### src/rtl/rotary_value_controller.sv
// Turns rotary detent pulses into a bounded, saturating setting value with
// speed-up for quick turns, an event queue and a valid/ready publish port.
module rotary_value_controller #(
  parameter int WIDTH       = 8,
  parameter int MIN_VAL     = 0,
  parameter int MAX_VAL     = 255,
  parameter int INIT_VAL    = 128,
  parameter int FAST_WINDOW = 1000000,
  parameter int FAST_STEP   = 8,
  parameter int FIFO_DEPTH  = 4
) (
  input  logic             clk,
  input  logic             rst_n,
  input  logic             rotary_event,
  input  logic             rotary_left,
  input  logic             button_pressed,
  output logic [WIDTH-1:0] value_out,
  output logic             value_valid,
  input  logic             value_ready,
  output logic             overflow_drop
);

  localparam int GAP_W  = $clog2(FAST_WINDOW + 1);
  localparam int PTR_W  = $clog2(FIFO_DEPTH);
  localparam int CNT_W  = PTR_W + 1;
  localparam int CALC_W = WIDTH + 2;

  typedef enum logic [1:0] {
    IDLE,
    APPLY,
    PUBLISH
  } state_t;

  state_t           state;
  logic [GAP_W-1:0] gap;
  logic             fast_evt;
  logic             btn_latch;
  logic [1:0]       mem [FIFO_DEPTH];
  logic [PTR_W-1:0] rd_ptr;
  logic [PTR_W-1:0] wr_ptr;
  logic [CNT_W-1:0] count;
  logic             full;
  logic             empty;
  logic             serve_btn;
  logic             pop;
  logic             evt_ok;
  logic             push;
  logic             drop;
  logic [1:0]       head;
  logic             cur_left;
  logic             cur_fast;
  logic [WIDTH-1:0] next_val;

  // Step and clamp with two guard bits so neither direction can wrap.
  function automatic logic [WIDTH-1:0] clamp_step(input logic [WIDTH-1:0] cur,
                                                  input logic left,
                                                  input logic fast);
    logic signed [CALC_W-1:0] base;
    logic signed [CALC_W-1:0] step;
    logic signed [CALC_W-1:0] nxt;
    logic signed [CALC_W-1:0] lo;
    logic signed [CALC_W-1:0] hi;
    base = signed'({2'b00, cur});
    step = fast ? CALC_W'(FAST_STEP) : CALC_W'(1);
    lo   = CALC_W'(MIN_VAL);
    hi   = CALC_W'(MAX_VAL);
    nxt  = left ? (base - step) : (base + step);
    if (nxt < lo) begin
      nxt = lo;
    end else if (nxt > hi) begin
      nxt = hi;
    end
    return nxt[WIDTH-1:0];
  endfunction

  assign fast_evt  = (gap < GAP_W'(FAST_WINDOW));
  assign full      = (count == CNT_W'(FIFO_DEPTH));
  assign empty     = (count == '0);
  assign serve_btn = (state == IDLE) && btn_latch;
  assign pop       = (state == IDLE) && !btn_latch && !empty;
  assign evt_ok    = rotary_event && !button_pressed;
  assign push      = evt_ok && (!full || pop || serve_btn);
  assign drop      = evt_ok && !push;
  assign head      = mem[rd_ptr];
  assign next_val  = clamp_step(value_out, cur_left, cur_fast);

  always_ff @(posedge clk or negedge rst_n) begin
    if (!rst_n) begin
      gap <= GAP_W'(FAST_WINDOW);
    end else if (rotary_event) begin
      gap <= '0;
    end else if (gap != GAP_W'(FAST_WINDOW)) begin
      gap <= gap + GAP_W'(1);
    end
  end

  always_ff @(posedge clk) begin
    if (push) begin
      mem[wr_ptr] <= {rotary_left, fast_evt};
    end
  end

  // A button flush drops everything queued but keeps an event pushed in the same cycle.
  always_ff @(posedge clk or negedge rst_n) begin
    if (!rst_n) begin
      rd_ptr <= '0;
      wr_ptr <= '0;
      count  <= '0;
    end else if (serve_btn) begin
      rd_ptr <= wr_ptr;
      wr_ptr <= wr_ptr + PTR_W'(push);
      count  <= CNT_W'(push);
    end else begin
      if (push) wr_ptr <= wr_ptr + PTR_W'(1);
      if (pop)  rd_ptr <= rd_ptr + PTR_W'(1);
      case ({push, pop})
        2'b10:   count <= count + CNT_W'(1);
        2'b01:   count <= count - CNT_W'(1);
        default: count <= count;
      endcase
    end
  end

  always_ff @(posedge clk or negedge rst_n) begin
    if (!rst_n) begin
      btn_latch     <= 1'b0;
      overflow_drop <= 1'b0;
    end else begin
      btn_latch     <= button_pressed | (btn_latch & ~serve_btn);
      overflow_drop <= drop;
    end
  end

  always_ff @(posedge clk or negedge rst_n) begin
    if (!rst_n) begin
      state       <= IDLE;
      value_out   <= WIDTH'(INIT_VAL);
      value_valid <= 1'b0;
      cur_left    <= 1'b0;
      cur_fast    <= 1'b0;
    end else begin
      case (state)
        IDLE: begin
          if (btn_latch) begin
            value_out   <= WIDTH'(INIT_VAL);
            value_valid <= 1'b1;
            state       <= PUBLISH;
          end else if (!empty) begin
            cur_left <= head[1];
            cur_fast <= head[0];
            state    <= APPLY;
          end
        end
        APPLY: begin
          if (next_val != value_out) begin
            value_out   <= next_val;
            value_valid <= 1'b1;
            state       <= PUBLISH;
          end else begin
            state <= IDLE;
          end
        end
        PUBLISH: begin
          if (value_ready) begin
            value_valid <= 1'b0;
            state       <= IDLE;
          end
        end
        default: state <= IDLE;
      endcase
    end
  end

endmodule

### config.mk
export PLATFORM = sky130hd
export DESIGN_NAME = rotary_value_controller
export DESIGN_NICKNAME = d
export VERILOG_FILES = /design/src/rtl/rotary_value_controller.sv
export SDC_FILE = /design/constraint.sdc
export NUM_CORES = 1
export LEC_CHECK = 0
export ABC_AREA = 1
export BUFFER_PORTS_ARGS = -buffer_cell sky130_fd_sc_hd__buf_2
export CELL_PAD_IN_SITES_DETAIL_PLACEMENT = 2
export CELL_PAD_IN_SITES_GLOBAL_PLACEMENT = 2
export CORE_MARGIN = 2
export CORE_UTILIZATION = 30
export CTS_CLUSTER_DIAMETER = 60
export DETAILED_ROUTE_END_ITERATION = 6
export PLACE_DENSITY_LB_ADDON = 0.3
export SYNTH_ARGS = -nofsm -noshare
export SYNTH_HDL_FRONTEND = slang
export SYNTH_SLANG_ARGS = --single-unit
### constraint.sdc
create_clock -name clk -period 2.7 [get_ports clk]
set_input_delay 0.135 -clock clk [delete_from_list [all_inputs] [get_ports clk]]
set_output_delay 0.135 -clock clk [all_outputs]
set_load 0.02 [all_outputs]
; ---- Word-level counts from Yosys, hierarchy flattened
; Memory sizes are Yosys's and may differ from the RTL's. A register that Yosys moved wholly into a read port is not among the register bits.
; Index checks and enable logic that the tools add are counted.
[word_totals]
regBits = 40
mem_bits_rw = 8
input_bits = 6
output_inout_bits = 10
wordCells = 89
memories = 1
[memory_table]
columns = memory, depth, width, read_ports, rd_clocked_by_memory_dff, wr, line_no
row1 = mem, 4, 2, 1, 1, 1, 38  ; logic [1:0] mem [FIFO_DEPTH];
[op_classes]
n_addsub = 8
order_cmp = 3
n_eq_ne = 11
muxes = 26
bitwise_logic = 5
n_reduce_logical = 26
[op_table]
columns = operator, count
row1 = $mux 20, 2
row2 = $mux 8, 4
row3 = $add 20x1->20 const B, 1
row4 = $lt 20x20->1 const B, 1
row5 = $ne 20x20->1 const B, 1
row6 = $mux 2, 8
row7 = $pmux 8 s2, 1
row8 = $gt 10x9->1 const B, 1
row9 = $lt 10x1->1 const B, 1
row10 = $mux 10, 1
row11 = $add 8x4->9, 1
row12 = $sub 8x4->9, 1
row13 = $ne 8x8->1, 1
row14 = $reduce_bool 2->1, 4
row15 = $logic_and 1x1->1, 6
row16 = $logic_not 1->1, 6
row17 = $ne 2x2->1 const B, 3
row18 = $pmux 2 s3, 1
row19 = $pmux 3 s2, 1
row20 = $reduce_and 3->1, 2
row21 = $reduce_bool 3->1, 2
row22 = $mux 1, 5
row23 = $add 2x1->2 const B, 2
row24 = $eq 2x1->1 const B, 2
row25 = other kinds (17), 21

; ---- Depth between registers and ports, before layout
[logic_depth]
depth_word = 9
ltp_mapped = 18
depth_no_buf = 18

; ---- Worst setup path after synthesis
; OpenSTA, ideal clock, no wires.
[synth_path]
kind = register to register
from = reg value_out[0]
to = reg value_out[5]
setup_ns = 0.118
t_arrival_ns = 2.023
t_required_ns = 2.582
slack_ns = 0.560
stages_incl_launch_ff = 17
n_path_buf = 1
synth_period_minus_slack_ns = 2.140
cell_sequence = dfrtp_1 inv_1 ha_1 ha_1 nand2_1 nand2_2 nand3_2 buf_6 nand3_1 nand2_1 nand3_2 nor2_4 nand2_4 nand2_8 nand2_8 nand2_1 nand2_1
[synth_via]
elab_chain_cells = 8
elab_cells_between_ends = 12
cone_classes = add/sub (2) / order compare (2) / eq/ne (2) / mux (5) / reduce/logical (1)
[synth_rtl]
columns = item, line_no
row1 = start: declaration, 17  ; output logic [WIDTH-1:0] value_out,
row2 = start signal: assignment, 137  ; value_out <= WIDTH'(INIT_VAL);
row3 = start signal: assignment, 145  ; value_out <= WIDTH'(INIT_VAL);
row4 = start signal: assignment, 156  ; value_out <= next_val;
row5 = $add 8x4->9 or $sub 8x4->9 (tied branches), 67  ; nxt = left ? (base - step) : (base + step);
row6 = $mux 10, 67
row7 = $gt 10x9->1, 70  ; end else if (nxt > hi) begin
row8 = $mux 8, 70
row9 = $mux 8, 68  ; if (nxt < lo) begin
row10 = $ne 8x8->1, 155  ; if (next_val != value_out) begin
row11 = $ne 2x2->1 (no source line), --
row12 = $reduce_and 3->1 (no source line), --
; Several ways; a longest one is shown, not always the timed one. The select of a mux whose other input is x is not followed.
; A chain may end at the register's enable or synchronous reset.

; ---- Worst setup path after layout
[layout_path]
from = reg cur_fast
to = reg state[1]
[layout_via]
elab_chain_cells = 9
elab_cells_between_ends = 11
cone_classes = add/sub (2) / order compare (2) / eq/ne (1) / mux (6)
[layout_rtl]
columns = item, line_no
row1 = start: declaration, 51  ; logic cur_fast;
row2 = start signal: assignment, 150  ; cur_fast <= head[0];
row3 = $mux 4 *, 64  ; step = fast ? CALC_W'(FAST_STEP) : CALC_W'(1);
row4 = $add 8x4->9 or $sub 8x4->9 (tied branches), 67
row5 = $mux 10 *, 67
row6 = $gt 10x9->1, 70
row7 = $mux 8, 70
row8 = $mux 8 *, 68
row9 = $ne 8x8->1 *, 155
row10 = $mux 2 *, 155
row11 = $pmux 2 s3 *, 142  ; case (state)
row12 = end signal: assignment, 147  ; state <= PUBLISH;
row13 = end signal: assignment, 158  ; state <= PUBLISH;
row14 = end signal: assignment, 160  ; state <= IDLE;
row15 = end: declaration, 34  ; state_t state;
; Every way passes the cells marked *; elsewhere a longest branch is shown, timed or not.

==> qor.yml <==
grt:
  grt_pass1_vias: 3052
  groute.usage.overall: 0.171
  grt_overflow_total: 0
  grt_max_degree: 43
  grt_pass1_wl_um: 15100
  antenna_found_initial: 0
cts:
  cts_hold_repair.buffers: 0
  post_cts_resize_count: 0
  htree_levels: 2
  numClockSinks: 50
  clk_path_buf_depth: 2
  cts_tree: "built"
  cts_buffers: 5
  postCtsSetupBuffers: 0
  clock_latency_ps: 310
  clk_transition_reported_paths_ps: 90
  root_buffer: "clkbuf_8"
sta:
  finalSetupViolCount: 0
  maxSlewViolCount: 0
  tns_ps: 0
  period_share: 0.884
  relSlewSlack: 0.364
  fin_ws_ps: 313
  clock_skew_ps: 10.7
  tightestPinTransition_ps: 955
  rsz0062_at_grt: "no"
  hold_viol: 34
  max_freq_mhz: 419
  hold-worst-slack_ps: -29.1
  fin_crit_ps: 2390
cells_and_area:
  drive_gt1_frac: 0.130
  design_area_um2: 3370
  layout_common_cells: "107 x nand2_1, 48 x inv_1, 39 x nor2_1"
  syn2layout_area_growth_pct: 10.3
  fillers: 1216
  n_antenna_cell: 0
  final_common_cell: "nand2_1"
  finalNonFillerCells: 555
  nets: 437
setup_path:
  slowest_delay_ps: 390
  crit_path_top_delay_cell: "dfrtp_1"
  cp_cell_sequence: "inv_1, ha_1, ha_1, nand2_1, nand2_2, nand3_2, nand2_1, nand2_1, nand2_1, nand3_2, nor2_4, nand2_4, nand2_8, nand2_8, inv_2, nand2_1"
  endpoint_kind: "flip-flop"
  start_kind: "flip-flop"
  cpMostUsedCell: "nand2_1"
  arrival_ps: 2590
  crit_buf_inv: 2
  cp_top_family: "simple AND/OR/NAND/NOR gates"
  cp.required_ps: 2900
  criticalPathCategory: "flip-flop to flip-flop"
  crit_fanout: 14
floorplanning:
  io_pins: 16
  die_h_um: 105
  initial_core_util: 0.311
  die_w_um: 105
  num_rows: 36
  dieArea_um2: 11000
  coreArea_um2: 9820
routing:
  via_count: 2742
  wl_per_cell_um: 15.7
  drt-initial-drc-count: 44
  drc: 0
  drt_wl_total_um: 8710
  drt_pass1_iterations: 3
  final_antenna_net_count: 0
  vias_per_cell: 4.94
synthesis:
  ys_types: 39
  syn_nets: 417
  yosysWarnings: 0
  syn_inst: 401
  synth.avg_cell_area_um2: 7.61
  synth_seq_area_share: 0.426
  ys_ff_latch: 50
  netlist_area_um2: 3050
placed_design:
  place_area_um2: 3280
  io_buffers: 15
  gp_congestion: 0.789
  dp_slack_ps: 278
  dp.cells: 547
  hpwlAfterDp_um: 6980
power:
  p_leak_uw: 0.00152
  ir_drop_mv: 0.221
  power_density_nw_per_um2: 865
status:
  status: "complete, but fails checks"
  failed_checks: "hold timing"
run:
  drv_cap: 0
hold_path:
  hp-class: "input port to asynchronous set/reset pin"
## power breakdown
| part | switching [uW] | leakage [uW] | internal (uW) |
|---|---|---|---|
| sequential | 166 | 0.000589 | 904 |
| combinational | 949 | 0.000888 | 464 |
| clock | 250 | 0.0000426 | 179 |
| total | 1360 | 0.00152 | 1550 |
## kinds of logic (layout without fill, tap and decap cells)
family          count (synthesis)  after routing  share of synthesized area
compound gates                 47             47                     0.0894
flops                          50             50                      0.426
fa+ha+maj                      10             10                     0.0435
buf+inv                        62             83                     0.0812
simple gates                  227            227                      0.345
xor+xnor                        5              5                     0.0143
## stage by stage
stage / util / power (uW)
after floorplan: - / 2130
after global placement: 0.334 / 2440
after detailed placement: 0.334 / 2530
after CTS: 0.343 / 2970
after global routing: 0.343 / 3200
final: 0.343 / 2910
## metal layers
layer	share of wire	track usage	wire (um)	up-vias
met3	0.015	0.0231	130	9
met4	0.013	0.0390	112	0
met5	0	0	0	-
met2	0.53	0.314	4600	15
met1	0.44	0.211	3870	1369
li1	-	-	-	1349
## flip-flops by register name, summed over array words and instances, names as in the netlist
register	flops
value_valid	1
rd_ptr	2
value_out	8
btn_latch	1
mem	8
cur_fast	1
overflow_drop	1
state	2
wr_ptr	2
gap	20
cur_left	1
count	3
## area by class of cell
cell class,instances,area (um2),share of cell area
Multi-Input combinational cell,289,1500,0.446
Inverter,57,216,0.0643
Clock buffer,6,72.6,0.0216
Sequential cell,50,1300,0.387
Timing Repair Buffer,18,97.6,0.0290
Clock inverter,2,8.76,0.00260
Tap cell,133,166,0.0494
## cell usage after synthesis
cell type,instances,area [um2]
o22ai_1,2,12.5
o21bai_1,1,7.51
buf_6,1,11.3
nor2_2,2,12.5
nand3_4,1,17.5
fa_1,1,20.0
ha_1,9,113
a21oi_1,10,50.1
dfstp_2,8,210
inv_1,48,180
nand3_1,34,170
o21ai_0,22,110
buf_2,1,5.00
a221oi_1,1,8.76
clkinv_1,1,3.75
o211ai_1,1,7.51
xor2_1,5,43.8
inv_4,1,6.26
inv_2,7,26.3
nor4_1,4,25.0
nand2_8,2,40.0
clkbuf_1,2,7.51
nand3_2,2,20.0
nand2_1,107,402
nor3b_1,2,15.0
o32ai_1,2,17.5
nand2_4,1,11.3
a31oi_1,5,31.3
nor3_2,1,10.0
nor3_1,21,105
o21a_1,2,15.0
nand4_1,6,37.5
dfrtp_1,34,851
buf_4,1,7.51
nor2_1,39,146
nor2_4,2,22.5
edfxtp_1,8,240
o211ai_2,1,12.5
nand2_2,3,18.8
## path summary, 6_finish.rpt
path                       depth (start not counted)               startpoint  slack [ps]                       to
hold reg to reg                                    2  value_valid$_DFFE_PN0P_         520  value_valid$_DFFE_PN0P_
setup / recovery                                  16     cur_fast$_DFFE_PN0P_         310     state[1]$_DFFE_PN0P_
hold / removal                                     1                    rst_n         -30     count[0]$_DFFE_PN0P_
setup reg to reg                                  16     cur_fast$_DFFE_PN0P_         310     state[1]$_DFFE_PN0P_
max in group asynchronous                          1                    rst_n        2140     state[0]$_DFFE_PN0P_
min in group clk                                   1              rotary_left          40      mem[0][1]$_DFFE_PP_
## worst reg2reg max path: stages (launching register included)
cell and delay (ps):
dfrtp_1 390, inv_1 140, ha_1 200, ha_1 170, nand2_1 70, nand2_2 90, nand3_2 260, nand2_1 190
nand2_1 60, nand2_1 80, nand3_2 80, nor2_4 150, nand2_4 80, nand2_8 100, nand2_8 80, inv_2 70
nand2_1 60
Power figures use the tool's default switching activity.
